**src/rtl/bounce_box_src_if.sv**
```systemverilog
// Pixel-source link between the bouncing-box source and the TMDS encoder.
// The encoder side drives geometry and read/line/frame strobes and takes the pixel back.
interface bounce_box_src_if #(
    parameter int BITS_PER_COLOR = 8
);
    logic [9:0]                  i_width;
    logic [9:0]                  i_height;
    logic                        i_rd;
    logic                        i_newline;
    logic                        i_newframe;
    logic [3*BITS_PER_COLOR-1:0] o_pixel;

    modport master (
        output i_width, i_height, i_rd, i_newline, i_newframe,
        input  o_pixel
    );

    modport slave (
        input  i_width, i_height, i_rd, i_newline, i_newframe,
        output o_pixel
    );
endinterface

```
**src/rtl/bounce_box_src.sv**
```systemverilog
// Bouncing-box video source: gradient background plus a solid square that moves
// STEP pixels per frame and reflects off the active-area edges. The pixel output
// is registered from the next-state position, so it always matches the position
// held in the same cycle and back-to-back reads see no bubble.
module bounce_box_src #(
    parameter int                            BITS_PER_COLOR = 8,
    parameter int                            BOX            = 32,
    parameter int                            STEP           = 4,
    parameter logic [3*BITS_PER_COLOR-1:0]   BOX_COLOR      = '1
) (
    input  logic              i_pixclk,
    input  logic              i_reset_n,
    bounce_box_src_if.slave   bus
);
    localparam int BPC = BITS_PER_COLOR;
    localparam int PW  = 3 * BPC;

    localparam logic [10:0] STEP11 = 11'(STEP);
    localparam logic [10:0] BOX11  = 11'(BOX);
    localparam logic [9:0]  STEP10 = 10'(STEP);
    localparam logic [9:0]  BOX10  = 10'(BOX);

    // Background blue level: a quarter of full scale, zero for one-bit colour.
    function automatic logic [BPC-1:0] bg_blue();
        logic [BPC-1:0] b;
        b = '0;
        if (BPC >= 2) b[(BPC >= 2) ? BPC-2 : 0] = 1'b1;
        return b;
    endfunction
    localparam logic [BPC-1:0] BG_B = bg_blue();

    logic [9:0] x, y, bx, by;
    logic       dx, dy;
    logic [9:0] x_n, y_n, bx_n, by_n;
    logic       dx_n, dy_n;
    logic [PW-1:0] pixel;

    // One axis of box motion; returns {new_dir, new_pos}. 11-bit compare avoids overflow.
    function automatic logic [10:0] move(input logic [9:0] pos, input logic dir,
                                         input logic [9:0] lim);
        logic [9:0] p;
        logic       d;
        p = pos;
        d = dir;
        if (dir) begin
            if ({1'b0, pos} + STEP11 + BOX11 > {1'b0, lim}) begin
                p = lim - BOX10;
                d = 1'b0;
            end else begin
                p = pos + STEP10;
            end
        end else begin
            if (pos < STEP10) begin
                p = '0;
                d = 1'b1;
            end else begin
                p = pos - STEP10;
            end
        end
        return {d, p};
    endfunction

    // Colour for a position given the box corner.
    function automatic logic [PW-1:0] shade(input logic [9:0] px, input logic [9:0] py,
                                            input logic [9:0] qx, input logic [9:0] qy);
        logic in_x, in_y;
        logic [9:0] r, g;
        in_x = ({1'b0, px} >= {1'b0, qx}) && ({1'b0, px} < {1'b0, qx} + BOX11);
        in_y = ({1'b0, py} >= {1'b0, qy}) && ({1'b0, py} < {1'b0, qy} + BOX11);
        r = px >> (10 - BPC);
        g = py >> (10 - BPC);
        if (in_x && in_y) return BOX_COLOR;
        return {r[BPC-1:0], g[BPC-1:0], BG_B};
    endfunction

    // Next position and box state; frame beats line beats read.
    always_comb begin
        x_n  = x;
        y_n  = y;
        bx_n = bx;
        by_n = by;
        dx_n = dx;
        dy_n = dy;
        if (bus.i_newframe) begin
            x_n = '0;
            y_n = '0;
            {dx_n, bx_n} = move(bx, dx, bus.i_width);
            {dy_n, by_n} = move(by, dy, bus.i_height);
        end else if (bus.i_newline) begin
            x_n = '0;
            if (y < bus.i_height - 10'd1) y_n = y + 10'd1;
        end else if (bus.i_rd) begin
            if (x < bus.i_width - 10'd1) x_n = x + 10'd1;
        end
    end

    // Position, box corner, direction and the registered pixel of the new position.
    always_ff @(posedge i_pixclk or negedge i_reset_n) begin
        if (!i_reset_n) begin
            x     <= '0;
            y     <= '0;
            bx    <= '0;
            by    <= '0;
            dx    <= 1'b1;
            dy    <= 1'b1;
            pixel <= BOX_COLOR;
        end else begin
            x     <= x_n;
            y     <= y_n;
            bx    <= bx_n;
            by    <= by_n;
            dx    <= dx_n;
            dy    <= dy_n;
            pixel <= shade(x_n, y_n, bx_n, by_n);
        end
    end

    assign bus.o_pixel = pixel;
endmodule

```
**src/flat_wrapper.sv**
```systemverilog
// flat-port wrapper written by rule: the top's interface ports become plain ports
module bounce_box_src_flat 
#(
    parameter int                            BITS_PER_COLOR = 8,
    parameter int                            BOX            = 32,
    parameter int                            STEP           = 4,
    parameter logic [3*BITS_PER_COLOR-1:0]   BOX_COLOR      = '1
)
  (i_pixclk, i_reset_n, bus_i_width, bus_i_height, bus_i_rd, bus_i_newline, bus_i_newframe, bus_o_pixel);
  bounce_box_src_if #(.BITS_PER_COLOR(BITS_PER_COLOR)) bus_i ();
  input  logic i_pixclk;
  input  logic i_reset_n;
  input wire logic [$bits(bus_i.i_width)-1:0] bus_i_width;
  input wire logic [$bits(bus_i.i_height)-1:0] bus_i_height;
  input wire logic [$bits(bus_i.i_rd)-1:0] bus_i_rd;
  input wire logic [$bits(bus_i.i_newline)-1:0] bus_i_newline;
  input wire logic [$bits(bus_i.i_newframe)-1:0] bus_i_newframe;
  output wire logic [$bits(bus_i.o_pixel)-1:0] bus_o_pixel;
  assign bus_i.i_width = bus_i_width;
  assign bus_i.i_height = bus_i_height;
  assign bus_i.i_rd = bus_i_rd;
  assign bus_i.i_newline = bus_i_newline;
  assign bus_i.i_newframe = bus_i_newframe;
  assign bus_o_pixel = bus_i.o_pixel;
  bounce_box_src #(.BITS_PER_COLOR(BITS_PER_COLOR), .BOX(BOX), .STEP(STEP), .BOX_COLOR(BOX_COLOR)) u_core (.i_pixclk(i_pixclk), .i_reset_n(i_reset_n), .bus(bus_i));
endmodule
```
**config.mk**
```make
export PLATFORM = sky130hd
export DESIGN_NAME = bounce_box_src_flat
export DESIGN_NICKNAME = d
export VERILOG_FILES = /design/src/rtl/bounce_box_src_if.sv /design/src/rtl/bounce_box_src.sv /design/src/flat_wrapper.sv
export SDC_FILE = /design/constraint.sdc
export NUM_CORES = 1
export LEC_CHECK = 0
export BUFFER_PORTS_ARGS = -buffer_cell sky130_fd_sc_hd__buf_2
export CAP_MARGIN = 20
export CORE_MARGIN = 1
export CORE_UTILIZATION = 60
export CTS_BUF_LIST = sky130_fd_sc_hd__clkbuf_4
export CTS_CLUSTER_SIZE = 14
export DETAILED_ROUTE_END_ITERATION = 10
export GPL_TIMING_DRIVEN = 0
export PLACE_DENSITY = 0.78
export SKIP_CTS_REPAIR_TIMING = 1
export SYNTH_ARGS = -nofsm -noshare
export SYNTH_HDL_FRONTEND = slang
export SYNTH_SLANG_ARGS = --single-unit
```
**constraint.sdc**
```tcl
create_clock -name i_pixclk -period 12.93 [get_ports i_pixclk]
set_input_delay 3.2325 -clock i_pixclk [delete_from_list [all_inputs] [get_ports i_pixclk]]
set_output_delay 3.2325 -clock i_pixclk [all_outputs]
set_load 0.02 [all_outputs]
```
Word level (Yosys, flattened, before mapping). Cells that the tools add are included.

Add/subtract/negate cells: 16. Multiplexer cells: 24. Reduce and logical (&&, ||, !) cells: 3. Magnitude comparators: 10.

Operator list (count): two-way mux 10 bit (15); two-way mux 24 bit (2); adder 10 x 3 -> 11 bit, second input constant (2); adder 10 x 6 -> 11 bit, second input constant (2); adder 11 x 6 -> 11 bit, second input constant (2); > comparator 11 x 10 -> 1 bit (2); less-than comparator 10 x 11 -> 1 bit (2); adder 10 x 1 -> 10 bit, second input constant (2); adder 10 x 3 -> 10 bit, second input constant (2); >= comparator 10 bit (2); less-than comparator 10 bit (2); less-than comparator 10 x 3 -> 1 bit, second input constant (2); subtractor 10 x 1 -> 10 bit, second input constant (2); subtractor 10 x 3 -> 10 bit, second input constant (2); subtractor 10 x 6 -> 10 bit, second input constant (2); two-way mux 1 bit (7); logical AND 1 bit (3).

Word-level logic and storage cells: 60. Register bits after elaboration: 66. Output and inout bits: 24. Input bits: 25.

Logic depth before layout (Yosys ltp).
Word-level depth: 12. Depth in mapped cells: 27. Depth with buffers taken out: 22.

Worst setup path after synthesis. No wires, ideal clock.

Path type: input to register. From: input port bus_i_height[0]. To: register u_core.pixel[14], in the netlist u_core.bus.o_pixel[14]. Path buffers: 2. Arrival: 7.543 ns. Stages: 23. Data required time: 12.840 ns. Setup slack: 5.297 ns. Cell sequence: nor3_1 > and3_1 > nand2_1 > xnor2_1 > ha_1 > nor3_1 > o21ai_0 > a41oi_1 > nor2_1 > or3b_2 > xor2_1 > or2_2 > ha_1 > nand2b_1 > a21o_1 > a21o_1 > a21o_1 > a21oi_1 > o211a_1 > or4_1 > buf_1 > clkbuf_1 > o32ai_2.

Longest elaborated chain between the ends: 10. Elaborated cells between the ends (all ways): 17. Those cells by class: add/sub (3); order compare (4); mux (8); reduce/logical (2).

Ends and longest elaborated chain: from (decl) (RTL line flat_wrapper.sv:14) `input wire logic [$bits(bus_i.i_height)-1:0] bus_i_height;`; subtractor 10 x 6 -> 10 bit, or another cell as far along (RTL line bounce_box_src.sv:47) `p = lim - BOX10;`; two-way mux 10 bit / less-than comparator 10 bit (equally long branches) (RTL line bounce_box_src.sv:46, bounce_box_src.sv:91); two-way mux 10 bit, on equally long branches (RTL line bounce_box_src.sv:45, bounce_box_src.sv:91); two-way mux 10 bit, on equally long branches (RTL line bounce_box_src.sv:84, bounce_box_src.sv:89); adder 10 x 6 -> 11 bit / two-way mux 10 bit (equally long branches) (RTL line bounce_box_src.sv:69, bounce_box_src.sv:84); less-than comparator 10 x 11 -> 1 bit / >= comparator 10 bit (equally long branches) (RTL line bounce_box_src.sv:69) `in_y = ({1'b0, py} >= {1'b0, qy}) && ({1'b0, py} < {1'b0, qy} + BOX11);`; logical AND 1 bit (RTL line bounce_box_src.sv:69); logical AND 1 bit (RTL line bounce_box_src.sv:72) `if (in_x && in_y) return BOX_COLOR;`; two-way mux 1 bit (RTL line bounce_box_src.sv:72); two-way mux 24 bit (*) (RTL line bounce_box_src.sv:73) `return {r[BPC-1:0], g[BPC-1:0], BG_B};`; to (signal assigned) (RTL line bounce_box_src.sv:114) `pixel <= shade(x_n, y_n, bx_n, by_n);`; to (decl) (RTL line bounce_box_src.sv:36) `logic [PW-1:0] pixel;`.

Every way passes the cells marked *; elsewhere a longest branch is shown, timed or not. A chain may end at the register's enable or synchronous reset.

Worst setup path in the final report.
From: input port bus_i_height[0]. To: register u_core.pixel[17], in the netlist u_core.bus.o_pixel[17].

Longest elaborated chain between the ends: 10. Elaborated cells between the ends (all ways): 17. Those cells by class: add/sub (3); order compare (4); mux (8); reduce/logical (2).

Ends and longest elaborated chain (RTL line): subtractor 10 x 6 -> 10 bit, or another cell as far along (bounce_box_src.sv:47); two-way mux 10 bit / less-than comparator 10 bit (equally long branches) (bounce_box_src.sv:46, bounce_box_src.sv:91); two-way mux 10 bit, on equally long branches (bounce_box_src.sv:45, bounce_box_src.sv:91); two-way mux 10 bit, on equally long branches (bounce_box_src.sv:84, bounce_box_src.sv:89); adder 10 x 6 -> 11 bit / two-way mux 10 bit (equally long branches) (bounce_box_src.sv:69, bounce_box_src.sv:84); less-than comparator 10 x 11 -> 1 bit / >= comparator 10 bit (equally long branches) (bounce_box_src.sv:69); logical AND 1 bit (*) (bounce_box_src.sv:69); logical AND 1 bit (*) (bounce_box_src.sv:72); two-way mux 1 bit (*) (bounce_box_src.sv:72); two-way mux 24 bit (*) (bounce_box_src.sv:73).

Marks and branches as above.

==> results.cfg <==
[outcome]
status = finished, final reports clean

[finish]
final_layout_size_suffix_gt1_share_pct = 21.0
nets = 834
syn2layout_area_growth_pct = 9.84
nFillCells = 754
utilization_pct = 69.3
final-instance-count-excl-fill = 863
antennaDiodeCount = 0

[pwr]
power.share.combinational_pct = 65.4
share_seq_of_total_power_pct = 21.3
swShare_pct = 47.1
power.clock.fraction_pct = 13.3
leakagePower_nw = 3.04
power_density_mw_per_mm2 = 180
power.switching_uw = 552
intPower_uw = 619
ir_drop_uv = 133

[timing]
report.final.slew_viol_count = 0
final.setup_skew_ns = 0.0174
hold_slack_final_ns = 0.595
post-route-period-util_pct = 62.0
hold_violations = 0
rsz0062_at_grt = false
tightest_slew_ns = 0.842
setup-violations-final = 0
slew_headroom_pct = 43.4
min_period_ns = 8.01
total_negative_setup_slacks_ns = 0
worst_slack_ns = 4.92
clock.fmax_mhz = 125

[clock_network]
insertion_delay_ns = 0.41
cts_tree = done
path_clk_slew_ns = 0.11
cts.sinks = 59
cts-buffers-inserted = 9
cts_max_path_buffers = 2
root_buffer = sky130_fd_sc_hd__clkbuf_4
h-tree-depth = 3

[grt]
grt_antenna_before_repair = 0
grt_usage_pct = 29.9
grt_pass1_wl_mm = 24.1
grt.busiest_layer = met2
grt_start_max_net_pins = 41
globalRouteMet2Util_pct = 50.2
grt.met3_usage_pct = 4.35
first_global_vias = 5098
gr-total-overflow = 0
grt_use_met1_pct = 39.7

[detailed_routing]
routed-via-count = 5233
route.antenna.remaining_nets = 0
routed_via_density = 6.06
detail_route.wl_per_cell_microns = 16.8
remaining_drc_errors = 0
detail_route.wirelength_mm = 14.5
drt_iter0_markers = 212
dr.pass1.iters = 7

[setup_path]
worst_path_largest_cell_delay_ns = 0.56
cp_common_cell = sky130_fd_sc_hd__a21o_1
crit_path_top_delay_cell = sky130_fd_sc_hd__clkbuf_1
startpoint_type = primary input
endpoint_kind = flop
worst-endpoint-required_ns = 13.25
critical_path_class = in2reg
reg2reg_from = u_core.bx[2]$_DFF_PN0_
worstRegToRegCells = 25
cp.arrival_ns = 8.33
critical_path.reg2reg.endpoint = u_core.bus.o_pixel[17]$_DFF_PN1_
regToRegSetupSlack_ns = 7.31
worst_path_dominant_cell_family = simple AND/OR/NAND/NOR gates
critPathMaxFanout = 10
crit_path_cell_trace = buf_2 > nor3_1 > and3_1 > nand2_1 > xnor2_1 > ha_1 > o21a_1 > o21ai_0 > nor2_1 > or3b_2 > xor2_1 > or2_2 > ha_1 > nand2b_1 > a21o_1 > a21o_1 > a21o_1 > a21oi_1 > o211a_1 > or4_1 > buf_1 > clkbuf_1 > o32ai_2
crit_buf_inv = 3

[synth]
postSynthRegisterBits = 59
synth_async_sr_flop_share_pct = 100
yosysSeqAreaShare_pct = 25.3
post-synth-top-area-cell = sky130_fd_sc_hd__dfrtp_1
synthesis.area_sq_mm = 0.00594
synthesized_instance_count = 670
postSynthNetCount = 775
synth_cell_type_count = 83
synth-main-ff-cell = sky130_fd_sc_hd__dfrtp_1
postSynthAreaPerCell_sq_um = 8.86
ys_warn_count = 0
synth_top_area_share_pct = 16.9
synth-edff-count = 0
post_synth_main_area_contributors = sky130_fd_sc_hd__dfrtp_1 17%, sky130_fd_sc_hd__ha_1 17%, sky130_fd_sc_hd__dfstp_2 8.4%, sky130_fd_sc_hd__xnor2_1 7.2%, sky130_fd_sc_hd__nor2_1 3.5%

[die]
core_area_sq_mm = 0.00942
rows = 35
floorplan.io_pins = 49
initial_core_util_pct = 63.1
die_w_microns = 101
floorplan.die.height_microns = 101
dieArea_sq_mm = 0.0103

[placement]
dp.final_hpwl_mm = 11.6
place_inst = 847
dp_slack_ns = 4.52
place_congestion = 0.948
buffer_ports.inserted = 47

[worst_hold_path]
hold_path_startpoint = u_core.by[0]$_DFF_PN0_
number_of_cells_traversed_by_the_worst_hold_path = 2
holdPathEnd = u_core.by[0]$_DFF_PN0_
min_path_type = reg2reg

[flow_run]
maxCapViolCount = 0
## area by class of cell
type                       count  area, sq um  area share (%)
sequential                    59         1500            23.0
buffer                        39          259            3.97
clock inverter                 7          100            1.53
inverter                      54          203            3.11
clock buffer                   9         67.6            1.04
timing repair buffer          48          255            3.91
multi-input combinational    518         3980            61.0
tap                          129          161            2.47
## sequential cells by signal, indices dropped and copies added, names as in the netlist
register            count
u_core.bus.o_pixel     17
u_core.bx              10
u_core.by              10
u_core.x               10
u_core.y               10
u_core.dx               1
u_core.dy               1
## worst max path at each step
stage / start / slack [ns] / end / cells past startpoint
detailed placement: bus_i_width[2] / 4.52 / u_core.bus.o_pixel[15]$_DFF_PN1_ / 21
global placement: bus_i_height[0] / 4.66 / u_core.bus.o_pixel[16]$_DFF_PN1_ / 23
CTS: bus_i_height[0] / 4.95 / u_core.bus.o_pixel[17]$_DFF_PN1_ / 23
floorplan: bus_i_height[0] / 5.30 / u_core.bus.o_pixel[14]$_DFF_PN1_ / 23
global route: bus_i_height[0] / 4.56 / u_core.bus.o_pixel[15]$_DFF_PN1_ / 23
finish: bus_i_height[0] / 4.92 / u_core.bus.o_pixel[17]$_DFF_PN1_ / 23
## logic make-up after synthesis
kind of cell	Yosys count	share of synthesized area [%]
AOI/OAI and AO/OA	162	21.5
xor gates and xnor gates	62	9.14
adders and majority gates	80	16.9
buffers and inverters	93	7.77
DFF	59	25.3
muxes	8	1.45
other	1	0.0631
and+or+nand+nor	205	18.0
## cells in the mapped netlist (3+ instances only)
cell type,count
sky130_fd_sc_hd__a211oi_1,6
sky130_fd_sc_hd__a21boi_0,3
sky130_fd_sc_hd__a21o_1,7
sky130_fd_sc_hd__a21oi_1,32
sky130_fd_sc_hd__a22o_1,7
sky130_fd_sc_hd__a22oi_1,6
sky130_fd_sc_hd__and2_1,4
sky130_fd_sc_hd__and3_1,10
sky130_fd_sc_hd__buf_1,3
sky130_fd_sc_hd__buf_2,8
sky130_fd_sc_hd__buf_4,11
sky130_fd_sc_hd__buf_6,6
sky130_fd_sc_hd__clkbuf_1,10
sky130_fd_sc_hd__dfrtp_1,40
sky130_fd_sc_hd__dfstp_2,19
sky130_fd_sc_hd__ha_1,80
sky130_fd_sc_hd__inv_1,53
sky130_fd_sc_hd__mux2i_1,5
sky130_fd_sc_hd__nand2_1,37
sky130_fd_sc_hd__nand2b_1,5
sky130_fd_sc_hd__nand3_1,24
sky130_fd_sc_hd__nand3b_1,5
sky130_fd_sc_hd__nand4_1,8
sky130_fd_sc_hd__nor2_1,56
sky130_fd_sc_hd__nor2b_1,4
sky130_fd_sc_hd__nor3_1,24
sky130_fd_sc_hd__nor4_1,4
sky130_fd_sc_hd__o211ai_1,4
sky130_fd_sc_hd__o21a_1,9
sky130_fd_sc_hd__o21ai_0,32
sky130_fd_sc_hd__o21ai_1,3
sky130_fd_sc_hd__o21ai_2,4
sky130_fd_sc_hd__o31ai_1,3
sky130_fd_sc_hd__o31ai_2,3
sky130_fd_sc_hd__o32ai_1,8
sky130_fd_sc_hd__o32ai_2,7
sky130_fd_sc_hd__or2_2,3
sky130_fd_sc_hd__xnor2_1,49
sky130_fd_sc_hd__xor2_1,13
## cells in the final DEF, fill, tap and decap left out, types with 4 or more instances in the layout
master                     netlist  layout
sky130_fd_sc_hd__o21ai_2         4       4
sky130_fd_sc_hd__a21o_1          7       7
sky130_fd_sc_hd__o32ai_1         8       8
sky130_fd_sc_hd__and3_1         10      10
sky130_fd_sc_hd__ha_1           80      80
sky130_fd_sc_hd__o211ai_1        4       4
sky130_fd_sc_hd__nand2b_1        5       5
sky130_fd_sc_hd__nand3b_1        5       5
sky130_fd_sc_hd__nor2b_1         4       4
sky130_fd_sc_hd__a22oi_1         6       6
sky130_fd_sc_hd__dfstp_2        19      19
sky130_fd_sc_hd__mux2i_1         5       5
sky130_fd_sc_hd__o21a_1          9       9
sky130_fd_sc_hd__nand3_1        24      24
sky130_fd_sc_hd__clkbuf_4        0       9
sky130_fd_sc_hd__xnor2_1        49      49
sky130_fd_sc_hd__clkbuf_1       10      10
sky130_fd_sc_hd__a211oi_1        6       6
sky130_fd_sc_hd__a21oi_1        32      32
sky130_fd_sc_hd__o32ai_2         7       7
sky130_fd_sc_hd__inv_1          53      53
sky130_fd_sc_hd__buf_4          11      11
sky130_fd_sc_hd__o21ai_0        32      32
sky130_fd_sc_hd__nor3_1         24      24
sky130_fd_sc_hd__buf_2           8      55
sky130_fd_sc_hd__and2_1          4       4
sky130_fd_sc_hd__nor4_1          4       4
sky130_fd_sc_hd__a22o_1          7       7
sky130_fd_sc_hd__dfrtp_1        40      40
sky130_fd_sc_hd__nand4_1         8       8
sky130_fd_sc_hd__xor2_1         13      13
sky130_fd_sc_hd__nor2_1         56      56
sky130_fd_sc_hd__buf_6           6       6
sky130_fd_sc_hd__nand2_1        37      37
## worst min-delay path: cells and delay by family (launching register included)
family             cells  cell delay, ns
and+or+nand+nor        1            0.05
AOI/OAI and AO/OA      1            0.11
DFF                    1            0.39
## per-layer routing
| metal | share of wire, % | vias to the layer above | wire [microns] |
|---|---|---|---|
| met4 | 2.1 | 0 | 302 |
| met5 | 0 | - | 0 |
| met2 | 47 | 184 | 6840 |
| met3 | 6.4 | 32 | 923 |
| met1 | 44 | 2492 | 6410 |
| li1 | - | 2525 | - |
## through the flow
stage               power [mW]  instance area [sq um]
floorplan                0.834                   5940
global placement         0.958                   6340
detailed placement        1.00                   6360
CTS                       1.16                   6520
global route              1.27                   6520
finish                    1.17                   6520
## power groups by stage
stage	Clock, mW	Sequential (mW)	Combinational [mW]
4_1_cts	0.159	0.247	0.756
6_report	0.156	0.249	0.766
3_3_place_gp	0	0.249	0.709
2_1_floorplan	0	0.242	0.592
3_5_place_dp	0	0.249	0.751
5_1_grt	0.167	0.252	0.847
No activity file was read; power rests on OpenSTA's default activity.
